### config.mk
export PLATFORM = sky130hd
export DESIGN_NAME = chunked_serial_adder
export DESIGN_NICKNAME = d
export VERILOG_FILES = /design/src/rtl/adder_pkg.sv /design/src/rtl/chunk_adder.sv /design/src/rtl/chunked_serial_adder.sv
export SDC_FILE = /design/constraint.sdc
export NUM_CORES = 1
export LEC_CHECK = 0
export BUFFER_PORTS_ARGS = -buffer_cell sky130_fd_sc_hd__buf_2
export CAP_MARGIN = 20
export CELL_PAD_IN_SITES_DETAIL_PLACEMENT = 0
export CELL_PAD_IN_SITES_GLOBAL_PLACEMENT = 1
export CORE_MARGIN = 8
export CORE_UTILIZATION = 38
export CTS_BUF_LIST = sky130_fd_sc_hd__clkbuf_8
export CTS_CLUSTER_DIAMETER = 60
export DETAILED_ROUTE_END_ITERATION = 16
export GPL_TIMING_DRIVEN = 1
export PLACE_DENSITY_LB_ADDON = 0.3
export SLEW_MARGIN = 40
export SYNTH_ARGS = -nofsm -noshare
export SYNTH_HDL_FRONTEND = slang
export SYNTH_SLANG_ARGS = --single-unit
### constraint.sdc
create_clock -name clk -period 6.91 [get_ports clk]
set_input_delay 0.3455 -clock clk [delete_from_list [all_inputs] [get_ports clk]]
set_output_delay 0.3455 -clock clk [all_outputs]
set_load 0.02 [all_outputs]
### src/rtl/adder_pkg.sv
// Shared types and helpers for the chunked serial adder.
// Holds the FSM state encoding and the signed-overflow rule.
package adder_pkg;

    typedef enum logic [1:0] {
        IDLE,
        BUSY,
        DONE
    } state_t;

    // Two's-complement overflow: operands agree in sign, sum does not.
    function automatic logic calc_ovf(
        input logic a_msb,
        input logic b_msb,
        input logic s_msb
    );
        return (a_msb == b_msb) && (s_msb != a_msb);
    endfunction

endpackage

### src/rtl/chunk_adder.sv
// Combinational N-bit adder slice with carry in/out.
// Ports: x, y (N-bit addends), ci (carry in), s (N-bit sum), co (carry out).
module chunk_adder #(
    parameter int N = 8
) (
    input  logic [N-1:0] x,
    input  logic [N-1:0] y,
    input  logic         ci,
    output logic [N-1:0] s,
    output logic         co
);

    assign {co, s} = {1'b0, x} + {1'b0, y} + {{N{1'b0}}, ci};

endmodule

### src/rtl/chunked_serial_adder.sv
// Multi-cycle WIDTH-bit adder, CHUNK bits per clock, valid/ready on both sides.
// Ports: clk, rst (async high), in_valid/in_ready/a/b/cin, out_valid/out_ready/sum/cout/ovf.
module chunked_serial_adder
    import adder_pkg::*;
#(
    parameter int WIDTH = 32,
    parameter int CHUNK = 8
) (
    input  logic             clk,
    input  logic             rst,
    input  logic             in_valid,
    output logic             in_ready,
    input  logic [WIDTH-1:0] a,
    input  logic [WIDTH-1:0] b,
    input  logic             cin,
    output logic             out_valid,
    input  logic             out_ready,
    output logic [WIDTH-1:0] sum,
    output logic             cout,
    output logic             ovf
);

    // Guarded so a bad CHUNK reports cleanly instead of dividing by zero.
    localparam int CHUNK_SAFE = (CHUNK < 1) ? 1 : CHUNK;
    localparam int NCHUNK     = WIDTH / CHUNK_SAFE;
    localparam int CW         = $clog2(NCHUNK + 1);
    localparam logic [CW-1:0] LAST = CW'(NCHUNK - 1);

    generate
        if (CHUNK < 1 || (WIDTH % CHUNK_SAFE) != 0) begin : g_bad_cfg
            $error("chunked_serial_adder: CHUNK must be >= 1 and divide WIDTH");
        end
    endgenerate

    state_t r_state;
    state_t w_next;

    logic [WIDTH-1:0] r_a;
    logic [WIDTH-1:0] r_b;
    logic [WIDTH-1:0] r_sum;
    logic             r_carry;
    logic             r_amsb;
    logic             r_bmsb;
    logic [CW-1:0]    r_cnt;

    logic [CHUNK_SAFE-1:0] w_s;
    logic                  w_co;
    logic [WIDTH-1:0]      w_sum_next;

    chunk_adder #(
        .N(CHUNK_SAFE)
    ) u_chunk (
        .x (r_a[CHUNK_SAFE-1:0]),
        .y (r_b[CHUNK_SAFE-1:0]),
        .ci(r_carry),
        .s (w_s),
        .co(w_co)
    );

    // New chunk enters at the top; after NCHUNK steps the
    // first chunk has reached bit 0.
    assign w_sum_next = (r_sum >> CHUNK_SAFE)
                      | (WIDTH'(w_s) << (WIDTH - CHUNK_SAFE));

    always_ff @(posedge clk or posedge rst) begin
        if (rst) begin
            r_state <= IDLE;
        end else begin
            r_state <= w_next;
        end
    end

    always_comb begin
        w_next    = r_state;
        in_ready  = 1'b0;
        out_valid = 1'b0;
        unique case (r_state)
            IDLE: begin
                in_ready = 1'b1;
                if (in_valid) begin
                    w_next = BUSY;
                end
            end
            BUSY: begin
                if (r_cnt == LAST) begin
                    w_next = DONE;
                end
            end
            DONE: begin
                out_valid = 1'b1;
                if (out_ready) begin
                    w_next = IDLE;
                end
            end
            default: begin
                w_next = IDLE;
            end
        endcase
    end

    always_ff @(posedge clk or posedge rst) begin
        if (rst) begin
            r_a     <= '0;
            r_b     <= '0;
            r_sum   <= '0;
            r_carry <= 1'b0;
            r_amsb  <= 1'b0;
            r_bmsb  <= 1'b0;
            r_cnt   <= '0;
        end else if (r_state == IDLE && in_valid) begin
            r_a     <= a;
            r_b     <= b;
            r_carry <= cin;
            r_amsb  <= a[WIDTH-1];
            r_bmsb  <= b[WIDTH-1];
            r_cnt   <= '0;
        end else if (r_state == BUSY) begin
            r_a     <= r_a >> CHUNK_SAFE;
            r_b     <= r_b >> CHUNK_SAFE;
            r_sum   <= w_sum_next;
            r_carry <= w_co;
            r_cnt   <= r_cnt + CW'(1);
        end
    end

    assign sum  = r_sum;
    assign cout = r_carry;
    assign ovf  = calc_ovf(r_amsb, r_bmsb, r_sum[WIDTH-1]);

endmodule

[Word level (Yosys, flattened, before mapping)]
Index checks and enable logic that the tools add are counted.
Operators by class
  $add $sub $neg: 3
  reductions and logical operators: 6
  eq/ne operators: 8
  multiplexer cells: 14
  bitwise operators: 2
Operators by type and width (number)
  $mux W32: 4
  $or A24 B32 Y32: 1
  $add A8 B8 Y9: 1
  $add A9 B1 Y9: 1
  $mux W2: 3
  $mux W3: 2
  $ne A2 B2 Y1 const B: 3
  $pmux W2 S3: 1
  $mux W1: 4
  $add A3 B1 Y3 const B: 1
  $eq A3 B2 Y1 const B: 1
  $reduce_and A3 Y1: 1
  $eq A2 B1 Y1 const B: 1
  $eq A2 B2 Y1 const B: 1
  $logic_and A1 B1 Y1: 2
  $logic_not A2 Y1: 1
  $reduce_and A2 Y1: 1
  $reduce_bool A2 Y1: 1
  $eq A1 B1 Y1: 1
  $ne A1 B1 Y1: 1
  $not A1 Y1: 1
Storage, ports and cells
  output and inout port bits: 36
  input port bits: 69
  register bits after elaboration: 104

[Longest topological paths before layout]
Gate-level depths: netlist of run 1.
  depth in word-level cells: 4
  gate-level depth with buffers: 7
  mapped depth without buffers: 7

[Cells and area by module]
A second synthesis of run 1 with hierarchy kept.
Unflattened totals
  cells, all modules: 481
  area total of the unflattened synthesis: 4697.0 µm²
By module, submodules not included
  chunked_serial_adder: times used 1, cells each 441, sequential area each 2602.5 µm², area an instance 4365.4 µm²
  chunk_adder: times used 1, cells each 40, sequential area each 0.0 µm², area an instance 331.6 µm²

[Least setup slack after synthesis of run 1]
OpenSTA, ideal clock, no wires.
  kind: flip-flop to flip-flop
  from: reg r_carry (netlist: cout)
  to: reg r_sum[30] (netlist: sum[30])
  period minus slack after synthesis: 2151 ps
  required time: 6841 ps
  data arrival time: 2083 ps
  slack: 4759 ps
  library setup time: 69 ps
  path buffers: 0
  cell stages (with the launch flop): 8
  path through: dfrtp_1 -> fa_1 -> inv_1 -> fa_1 -> nor2b_4 -> o31a_1 -> or4_1 -> nand3_1
Between the ends
  cells in the longest elaborated chain, start to end: 2
Ends and longest elaborated chain
  start: declaration: line chunked_serial_adder.sv:41  | logic r_carry;
  start signal: assignment: line chunked_serial_adder.sv:113  | r_carry <= cin;
  start signal: assignment: line chunked_serial_adder.sv:121  | r_carry <= w_co;
  $add A9 B1 Y9: line chunk_adder.sv:13  | assign {co, s} = {1'b0, x} + {1'b0, y} + {{N{1'b0}}, ci};
  $or A24 B32 Y32: line chunked_serial_adder.sv:63  | | (WIDTH'(w_s) << (WIDTH - CHUNK_SAFE));
  end signal: assignment: line chunked_serial_adder.sv:120  | r_sum <= w_sum_next;
  end: declaration: line chunked_serial_adder.sv:40  | logic [WIDTH-1:0] r_sum;
Every way passes these cells.
A chain may end at the register's enable or synchronous reset.

[Worst setup path after layout of run 1]
Ends and elaborated chain as after synthesis.

==> impl_results.html, run 1 <==
<table>
<tr><th>Metric</th><th>Value</th></tr>
<tr><th colspan="2">Run status</th></tr>
<tr><td>Run status</td><td>finished, final reports clean</td></tr>
<tr><th colspan="2">STA</th></tr>
<tr><td>Setup repair after global routing missed its margin</td><td>false</td></tr>
<tr><td>Final setup margin</td><td>4.66 ns</td></tr>
<tr><td>Worst max-slew margin expressed relative to the limit</td><td>0.565</td></tr>
<tr><td>Number of setup violations in the final report</td><td>0</td></tr>
<tr><td>Ratio of final minimum period to clock period</td><td>0.325</td></tr>
<tr><td>Shortest period the worst path allows</td><td>2.25 ns</td></tr>
<tr><td>Actual slew at the worst max-slew pin</td><td>0.652 ns</td></tr>
<tr><td>Final-layout setup total negative slack</td><td>0 ns</td></tr>
<tr><td>Hold Vio Cnt, Final</td><td>0</td></tr>
<tr><td>Final Slew Violations</td><td>0</td></tr>
<tr><td>Achievable clock frequency</td><td>445 MHz</td></tr>
<tr><td>Setup Skew</td><td>0.00683 ns</td></tr>
<tr><th colspan="2">Cells and area</th></tr>
<tr><td>Multi-input gate area</td><td>1820 um^2</td></tr>
<tr><td>Number of non-filler instances in the completed layout</td><td>729</td></tr>
<tr><td>Sequential standard cell area</td><td>2600 um^2</td></tr>
<tr><td>Layout cell share with drive strength beyond 1</td><td>0.223</td></tr>
<tr><td>Area Overhead vs Synth</td><td>19.0%</td></tr>
<tr><td>Net count reported at finish</td><td>659</td></tr>
<tr><td>Number of diodes</td><td>0</td></tr>
<tr><td>Fin util</td><td>0.459</td></tr>
<tr><td>Fill cells</td><td>1181</td></tr>
<tr><td>Post-Layout Inst Area</td><td>5440 um^2</td></tr>
<tr><th colspan="2">Logic synthesis</th></tr>
<tr><td>Most frequently used flop master after synthesis</td><td>sky130_fd_sc_hd__dfrtp_1</td></tr>
<tr><td>Number of instances in the synthesized netlist</td><td>487</td></tr>
<tr><td>Yosys warnings</td><td>0</td></tr>
<tr><td>Post-Synthesis Mean Instance Area</td><td>9.39 um^2</td></tr>
<tr><td>Netlist area before placement</td><td>4570 um^2</td></tr>
<tr><td>EDFF count, synth</td><td>0</td></tr>
<tr><td>Distinct cells, synth</td><td>40</td></tr>
<tr><td>Part of the Yosys area used for sequential elements</td><td>0.569</td></tr>
<tr><td>Number of nets in the synthesized netlist</td><td>567</td></tr>
<tr><td>Number of synthesized register bits</td><td>104</td></tr>
<tr><td>Asr flop ratio synth</td><td>1.00</td></tr>
<tr><th colspan="2">Place</th></tr>
<tr><td>Buffers on Ports</td><td>104</td></tr>
<tr><td>Placed Instances</td><td>714</td></tr>
<tr><td>Detailed placement HPWL</td><td>7.46 mm</td></tr>
<tr><td>Placed Instance Area</td><td>5250 um^2</td></tr>
<tr><td>Pre-CTS setup slack</td><td>4.68 ns</td></tr>
<tr><td>GP Congestion</td><td>0.771</td></tr>
<tr><th colspan="2">Power</th></tr>
<tr><td>Ratio of total power to cell area</td><td>498 nW/um^2</td></tr>
<tr><td>Net switching power figure</td><td>1.18 mW</td></tr>
<tr><td>Net Sw Frac</td><td>0.438</td></tr>
<tr><td>Peak VDD IR</td><td>0.165 mV</td></tr>
<tr><td>Total internal power</td><td>1.52 mW</td></tr>
<tr><td>Lkg Pwr</td><td>2.88 nW</td></tr>
<tr><td>Combinational share of power</td><td>0.482</td></tr>
<tr><td>Reg power frac</td><td>0.391</td></tr>
<tr><td>Clock power frac</td><td>0.127</td></tr>
<tr><th colspan="2">Clock tree</th></tr>
<tr><td>Buffers inserted during post-CTS setup optimization</td><td>0</td></tr>
<tr><td>Maximum buffer depth of the clock tree</td><td>2</td></tr>
<tr><td>CTS Root Buffer Type</td><td>sky130_fd_sc_hd__clkbuf_8</td></tr>
<tr><td>Clock tree from TritonCTS</td><td>yes</td></tr>
<tr><td>CTS buffer count</td><td>9</td></tr>
<tr><td>TritonCTS Sinks</td><td>104</td></tr>
<tr><td>Clk_lat worst skew</td><td>0.37 ns</td></tr>
<tr><td>Register clock-pin slew on the reported worst setup and hold paths</td><td>0.09 ns</td></tr>
<tr><td>Number of levels the H-tree was split into</td><td>3</td></tr>
<tr><th colspan="2">Hold path</th></tr>
<tr><td>Min-Delay Path Class</td><td>in -&gt; reg</td></tr>
<tr><th colspan="2">Die</th></tr>
<tr><td>Placeable Area</td><td>11900 um^2</td></tr>
<tr><td>Top-level I/O count</td><td>105</td></tr>
<tr><td>Height of the chip</td><td>126 um</td></tr>
<tr><td>Initial core utilization</td><td>0.385</td></tr>
<tr><td>Area enclosed by the die boundary</td><td>15800 um^2</td></tr>
<tr><td>Placement row count</td><td>40</td></tr>
<tr><td>Width of the die</td><td>126 um</td></tr>
<tr><th colspan="2">Critical path</th></tr>
<tr><td>Most frequent CP cell</td><td>sky130_fd_sc_hd__fa_1</td></tr>
<tr><td>Worst-path fanout max</td><td>4</td></tr>
<tr><td>CP Launch Type</td><td>flip-flop</td></tr>
<tr><td>Worst-path cell chain</td><td>fa_1 -&gt; inv_1 -&gt; fa_1 -&gt; nor2b_4 -&gt; o31a_1 -&gt; or4_1 -&gt; nand3_1</td></tr>
<tr><td>Critical setup path kind</td><td>reg -&gt; reg</td></tr>
<tr><td>Critical Path Max Stage Delay</td><td>0.49 ns</td></tr>
<tr><td>Cell with the biggest individual delay on the critical path</td><td>sky130_fd_sc_hd__fa_1</td></tr>
<tr><td>Data arrival time of the critical path</td><td>2.55 ns</td></tr>
<tr><td>Nature of the critical path endpoint</td><td>flip-flop</td></tr>
<tr><td>Endpoint required time on the critical path</td><td>7.22 ns</td></tr>
<tr><th colspan="2">Global route</th></tr>
<tr><td>Wire length of the first global-routing pass</td><td>18.4 mm</td></tr>
<tr><td>Gr ovfl total</td><td>0</td></tr>
<tr><td>Global Route Usage Sum</td><td>0.143</td></tr>
<tr><td>Number of antenna violations at the first check in global routing</td><td>0</td></tr>
<tr><td>Vias in the first global route</td><td>3747</td></tr>
<tr><td>Largest net degree at the start of global routing</td><td>86</td></tr>
<tr><th colspan="2">Drt</th></tr>
<tr><td>DR pass1 iterations</td><td>4</td></tr>
<tr><td>Total DRC errors in the routed layout</td><td>0</td></tr>
<tr><td>Number of DRC markers in iteration 0</td><td>249</td></tr>
<tr><td>Post-DRT Antenna Nets</td><td>0</td></tr>
<tr><td>Average via count per standard cell</td><td>4.94</td></tr>
<tr><td>Mean routed wirelength per cell</td><td>14.9 um</td></tr>
<tr><td>Final wirelength</td><td>10.9 mm</td></tr>
<tr><td>Via count</td><td>3599</td></tr>
<tr><th colspan="2">Flow run</th></tr>
<tr><td>Max Cap Viol</td><td>0</td></tr>
</table>
path summary, 6_finish.rpt:
path	startpoint	to	slack (ns)	cells after the start
setup / recovery	cout$_DFFE_PP0P_	sum[30]$_DFFE_PP0P_	4.66	7
hold / removal	a[30]	r_a[30]$_DFFE_PP0P_	0.17	3
setup reg to reg	cout$_DFFE_PP0P_	sum[30]$_DFFE_PP0P_	4.66	7
hold reg to reg	sum[1]$_DFFE_PP0P_	sum[1]$_DFFE_PP0P_	0.47	2
max in group asynchronous	rst	cout$_DFFE_PP0P_	5.46	4
min in group asynchronous	rst	r_amsb$_DFFE_PP0P_	0.47	3
power groups by stage:
stage / Sequential, mW / Combinational, mW / Clock (mW)
floorplan: 1.14 / 0.853 / 0
global placement: 1.07 / 1.24 / 0
detailed placement: 1.08 / 1.32 / 0
CTS: 1.06 / 1.32 / 0.359
global route: 1.10 / 1.48 / 0.386
finish: 1.06 / 1.31 / 0.343
state kept, by name (all words and copies together), names as in the netlist:
name	flops
r_b	32
r_amsb	1
r_cnt	3
sum	32
cout	1
r_bmsb	1
r_a	32
r_state	2
critical path, delay by kind of cell, from the launching register on:
kind | cells | cell delay, ns
DFF | 1 | 0.45
AOI/OAI and AO/OA | 1 | 0.28
and+or+nand+nor | 3 | 0.63
adders and majority gates | 2 | 0.74
buffers and inverters | 1 | 0.09
cells in the final DEF, fill, tap and decap left out, types with 2 or more instances in the layout:
cell type and n:
sky130_fd_sc_hd__a21oi_1 2, sky130_fd_sc_hd__o21ai_1 13, sky130_fd_sc_hd__nor3_1 3, sky130_fd_sc_hd__a22o_1 3, sky130_fd_sc_hd__fa_1 2, sky130_fd_sc_hd__nor2_1 3, sky130_fd_sc_hd__nor2b_4 2, sky130_fd_sc_hd__dfrtp_1 104
sky130_fd_sc_hd__buf_16 2, sky130_fd_sc_hd__a211oi_1 6, sky130_fd_sc_hd__ha_1 9, sky130_fd_sc_hd__clkinv_2 2, sky130_fd_sc_hd__a22oi_1 46, sky130_fd_sc_hd__buf_6 2, sky130_fd_sc_hd__a221o_1 2, sky130_fd_sc_hd__o21ai_0 11
sky130_fd_sc_hd__clkbuf_8 12, sky130_fd_sc_hd__a21o_1 2, sky130_fd_sc_hd__nand3_1 4, sky130_fd_sc_hd__o211a_1 2, sky130_fd_sc_hd__o21a_1 2, sky130_fd_sc_hd__nand2_1 212, sky130_fd_sc_hd__inv_1 7, sky130_fd_sc_hd__buf_2 104
cell usage after synthesis, types with 3 or more instances:
| library cell | instances | area (um^2) |
|---|---|---|
| sky130_fd_sc_hd__nand2_1 | 212 | 796 |
| sky130_fd_sc_hd__dfrtp_1 | 104 | 2600 |
| sky130_fd_sc_hd__a22oi_1 | 46 | 345 |
| sky130_fd_sc_hd__buf_2 | 23 | 115 |
| sky130_fd_sc_hd__o21ai_1 | 13 | 65.1 |
| sky130_fd_sc_hd__o21ai_0 | 11 | 55.1 |
| sky130_fd_sc_hd__ha_1 | 9 | 113 |
| sky130_fd_sc_hd__inv_1 | 8 | 30.0 |
| sky130_fd_sc_hd__clkbuf_1 | 7 | 26.3 |
| sky130_fd_sc_hd__a211oi_1 | 6 | 45.0 |
| sky130_fd_sc_hd__nand3_1 | 4 | 20.0 |
| sky130_fd_sc_hd__nor2_1 | 4 | 15.0 |
| sky130_fd_sc_hd__a22o_1 | 3 | 26.3 |
| sky130_fd_sc_hd__nor3_1 | 3 | 15.0 |
per-stage QoR:
step	total power [mW]	hold slack, ns
finish	2.71	0.173
global route	2.96	0.154
CTS	2.74	0.154
detailed placement	2.39	0.334
global placement	2.31	0.328
floorplan	1.99	0.446
timing repair:
| item | 4_1_cts | 5_1_grt |
|---|---|---|
| gates resized for setup | 0 | 0 |
| hold buffers | 1 | 0 |
| endpoints found under the hold margin | 22 | 0 |
layer usage:
metal | vias to the layer above | part of all wire | track usage
li1 | 1813 | - | -
met1 | 1698 | 0.46 | 0.180
met2 | 79 | 0.47 | 0.230
met3 | 9 | 0.057 | 0.0451
met4 | 0 | 0.0096 | 0.0473
met5 | - | 0 | 0
cell type report:
cell class,instances,share of cell area
clock buffer,11,0.0278
timing repair buffer,111,0.116
tap,147,0.0338
multi-input combinational,345,0.335
clock inverter,3,0.00345
inverter,8,0.00598
sequential,104,0.478
kinds of logic after synthesis:
| kind of cell | share of synthesized area |
|---|---|
| buf+inv | 0.0375 |
| xor+xnor | 0.00192 |
| simple gates | 0.210 |
| compound gates | 0.148 |
| flops | 0.569 |
| fa+ha+maj | 0.0334 |
No activity file was read; power rests on OpenSTA's default activity.
==> run 2: changes to the inputs <==
==> constraint.sdc (replaced) <==
create_clock -name clk -period 2.1 [get_ports clk]
set_input_delay 0.105 -clock clk [delete_from_list [all_inputs] [get_ports clk]]
set_output_delay 0.105 -clock clk [all_outputs]
set_load 0.02 [all_outputs]
==> run 2 against run 1 <==
Net effect:
- sequential share of layout area shrank 5.3 points
- maximum frequency grew 14%
- clock skew grew 0.014 ns
- sequential power grew to 3.3 times the previous value
- count of clock-buffer cells in the layout shrank 1
- non-clock buffer count grew 68
- cell count grew 9.6%
- core utilization grew 5.7 points
- combinational power grew to 3.4 times the previous value
- largest power group unchanged
==> impl_results.html, run 2 (same netlist as run 1, synthesis figures left out) <==
<table>
<tr><th>Metric</th><th>Value</th></tr>
<tr><th colspan="2">Run status</th></tr>
<tr><td>Run status</td><td>finished, final reports clean</td></tr>
<tr><th colspan="2">STA</th></tr>
<tr><td>Shortest period the worst path allows</td><td>1.97 ns</td></tr>
<tr><td>Final setup margin</td><td>0.131 ns</td></tr>
<tr><td>Setup Skew</td><td>0.0207 ns</td></tr>
<tr><td>Ratio of final minimum period to clock period</td><td>0.938</td></tr>
<tr><td>Setup repair after global routing missed its margin</td><td>false</td></tr>
<tr><td>Final Slew Violations</td><td>0</td></tr>
<tr><td>Hold slack final</td><td>0.0302 ns</td></tr>
<tr><td>Final-layout setup total negative slack</td><td>0 ns</td></tr>
<tr><td>Worst max-slew margin expressed relative to the limit</td><td>0.548</td></tr>
<tr><td>Hold Vio Cnt, Final</td><td>0</td></tr>
<tr><td>Actual slew at the worst max-slew pin</td><td>0.678 ns</td></tr>
<tr><td>Number of setup violations in the final report</td><td>0</td></tr>
<tr><td>Achievable clock frequency</td><td>508 MHz</td></tr>
<tr><th colspan="2">Power</th></tr>
<tr><td>Peak VDD IR</td><td>0.496 mV</td></tr>
<tr><td>Ratio of total power to cell area</td><td>1500 nW/um^2</td></tr>
<tr><td>Lkg Pwr</td><td>3.16 nW</td></tr>
<tr><td>Total Power</td><td>9.20 mW</td></tr>
<tr><th colspan="2">Drt</th></tr>
<tr><td>Post-DRT Antenna Nets</td><td>0</td></tr>
<tr><td>Final wirelength</td><td>11.7 mm</td></tr>
<tr><td>Average via count per standard cell</td><td>4.83</td></tr>
<tr><td>DR pass1 iterations</td><td>4</td></tr>
<tr><td>Number of DRC markers in iteration 0</td><td>224</td></tr>
<tr><td>Mean routed wirelength per cell</td><td>14.6 um</td></tr>
<tr><td>Total DRC errors in the routed layout</td><td>0</td></tr>
<tr><td>Via count</td><td>3857</td></tr>
<tr><th colspan="2">Clock tree</th></tr>
<tr><td>Clock tree from TritonCTS</td><td>yes</td></tr>
<tr><td>Register clock-pin slew on the reported worst setup and hold paths</td><td>0.11 ns</td></tr>
<tr><td>Clk_lat worst skew</td><td>0.38 ns</td></tr>
<tr><td>Maximum buffer depth of the clock tree</td><td>2</td></tr>
<tr><td>TritonCTS Sinks</td><td>104</td></tr>
<tr><td>CTS Root Buffer Type</td><td>sky130_fd_sc_hd__clkbuf_8</td></tr>
<tr><td>CTS buffer count</td><td>9</td></tr>
<tr><td>Number of levels the H-tree was split into</td><td>3</td></tr>
<tr><th colspan="2">Cells and area</th></tr>
<tr><td>Most frequent cells in the layout</td><td>212 x sky130_fd_sc_hd__nand2_1, 104 x sky130_fd_sc_hd__buf_2, 103 x sky130_fd_sc_hd__dfrtp_1</td></tr>
<tr><td>Number of diodes</td><td>0</td></tr>
<tr><td>Net count reported at finish</td><td>727</td></tr>
<tr><td>Leading cell type in the layout, fill and taps excluded</td><td>sky130_fd_sc_hd__nand2_1</td></tr>
<tr><td>Layout cell share with drive strength beyond 1</td><td>0.218</td></tr>
<tr><td>Sequential standard cell area</td><td>2600 um^2</td></tr>
<tr><td>Area Overhead vs Synth</td><td>33.9%</td></tr>
<tr><td>Fin util</td><td>0.516</td></tr>
<tr><td>Multi-input gate area</td><td>1830 um^2</td></tr>
<tr><td>Fill cells</td><td>1139</td></tr>
<tr><th colspan="2">Place</th></tr>
<tr><td>GP Congestion</td><td>0.795</td></tr>
<tr><td>Detailed placement HPWL</td><td>7.91 mm</td></tr>
<tr><td>Pre-CTS setup slack</td><td>0.0710 ns</td></tr>
<tr><td>Buffers on Ports</td><td>104</td></tr>
<tr><th colspan="2">Hold path</th></tr>
<tr><td>Worst min-delay path startpoint</td><td>cin</td></tr>
<tr><td>Sink of the worst hold path</td><td>cout$_DFFE_PP0P_</td></tr>
<tr><td>Hold-critical path depth</td><td>3</td></tr>
<tr><td>Min-Delay Path Class</td><td>in -&gt; reg</td></tr>
<tr><th colspan="2">Critical path</th></tr>
<tr><td>CP Launch Type</td><td>flip-flop</td></tr>
<tr><td>Endpoint required time on the critical path</td><td>2.33 ns</td></tr>
<tr><td>R2r setup slk</td><td>0.13 ns</td></tr>
<tr><td>Reg-to-reg critical path startpoint</td><td>r_b[0]$_DFFE_PP0P_</td></tr>
<tr><td>R2R cell count</td><td>8</td></tr>
<tr><td>Nature of the critical path endpoint</td><td>flip-flop</td></tr>
<tr><td>Data arrival time of the critical path</td><td>2.20 ns</td></tr>
<tr><td>Worst r2r dst</td><td>cout$_DFFE_PP0P_</td></tr>
<tr><td>Worst-path fanout max</td><td>3</td></tr>
<tr><td>Critical setup path kind</td><td>reg -&gt; reg</td></tr>
<tr><th colspan="2">Die</th></tr>
<tr><td>Placement row count</td><td>40</td></tr>
<tr><td>Top-level I/O count</td><td>105</td></tr>
<tr><td>Height of the chip</td><td>126 um</td></tr>
<tr><td>Width of the die</td><td>126 um</td></tr>
<tr><td>Initial core utilization</td><td>0.385</td></tr>
<tr><td>Area enclosed by the die boundary</td><td>15800 um^2</td></tr>
<tr><td>Placeable Area</td><td>11900 um^2</td></tr>
<tr><th colspan="2">Global route</th></tr>
<tr><td>Number of antenna violations at the first check in global routing</td><td>0</td></tr>
<tr><td>Gr ovfl total</td><td>0</td></tr>
<tr><td>Wire length of the first global-routing pass</td><td>19.8 mm</td></tr>
<tr><td>Vias in the first global route</td><td>4057</td></tr>
<tr><td>Global Route Usage Sum</td><td>0.151</td></tr>
<tr><td>Largest net degree at the start of global routing</td><td>55</td></tr>
<tr><th colspan="2">Flow run</th></tr>
<tr><td>Max Cap Viol</td><td>0</td></tr>
</table>
run 2: changes by cell type in the layout (fill, tap and decap cells not counted), moves of 3 or more:
cell,previous run,this run
sky130_fd_sc_hd__buf_12,0,3
sky130_fd_sc_hd__inv_6,0,3
sky130_fd_sc_hd__dlygate4sd3_1,1,63
sky130_fd_sc_hd__buf_4,1,9
run 2: how the worst max path moves through the flow:
stage / start / to / depth (start not counted)
floorplan: cout$_DFFE_PP0P_ / sum[30]$_DFFE_PP0P_ / 7
global placement: cout$_DFFE_PP0P_ / sum[30]$_DFFE_PP0P_ / 7
detailed placement: cout$_DFFE_PP0P_ / sum[30]$_DFFE_PP0P_ / 7
CTS: cout$_DFFE_PP0P_ / sum[30]$_DFFE_PP0P_ / 7
global route: r_b[0]$_DFFE_PP0P_ / sum[30]$_DFFE_PP0P_ / 8
finish: r_b[0]$_DFFE_PP0P_ / cout$_DFFE_PP0P_ / 8
run 2: final cells by class:
type                            instances  area share
Timing Repair Buffer                  179       0.209
Clock inverter                          6     0.00940
Multi-Input combinational cell        345       0.298
Sequential cell                       104       0.425
Clock buffer                           10      0.0225
Tap cell                              147      0.0300
Inverter                                8     0.00552
run 2: through the flow:
| step | area, um^2 | std cells |
|---|---|---|
| 2_1_floorplan | 4580 | 487 |
| 3_3_place_gp | 5290 | 719 |
| 3_5_place_dp | 5290 | 719 |
| 4_1_cts | 6110 | 798 |
| 5_1_grt | 6120 | 799 |
| 6_report | 6120 | 799 |
run 2: report_power, final:
part / leakage (nW) / total [mW] / internal (mW) / switching (mW)
Sequential: 1.32 / 3.49 / 2.92 / 0.576
Clock: 0.102 / 1.24 / 0.496 / 0.743
Combinational: 1.74 / 4.47 / 1.73 / 2.74
Total: 3.16 / 9.20 / 5.14 / 4.06
run 2: what timing repair did:
| action | in CTS | in global routing |
|---|---|---|
| buffers inserted | 0 | 1 |
| setup endpoints to repair | 0 | 1 |
| hold buffers | 63 | 0 |
| endpoints found under the hold margin | 168 | 0 |
| gates resized for setup | 0 | 1 |
run 2: critical path, stage by stage (launching register included):
cell                      delay, ns
sky130_fd_sc_hd__dfrtp_1       0.41
sky130_fd_sc_hd__fa_2          0.42
sky130_fd_sc_hd__inv_2         0.07
sky130_fd_sc_hd__fa_2          0.22
sky130_fd_sc_hd__nor2b_4       0.05
sky130_fd_sc_hd__o31a_1        0.24
sky130_fd_sc_hd__buf_4         0.14
sky130_fd_sc_hd__o31ai_1       0.19
sky130_fd_sc_hd__a32oi_1       0.08
run 2: layer usage:
metal	track usage	wire, um	vias to the layer above	part of all wire
met2	0.247	5440	72	0.47
met5	0	0	-	0
met3	0.0333	464	13	0.040
met1	0.195	5640	1821	0.48
met4	0.0473	137	0	0.012
li1	-	-	1951	-
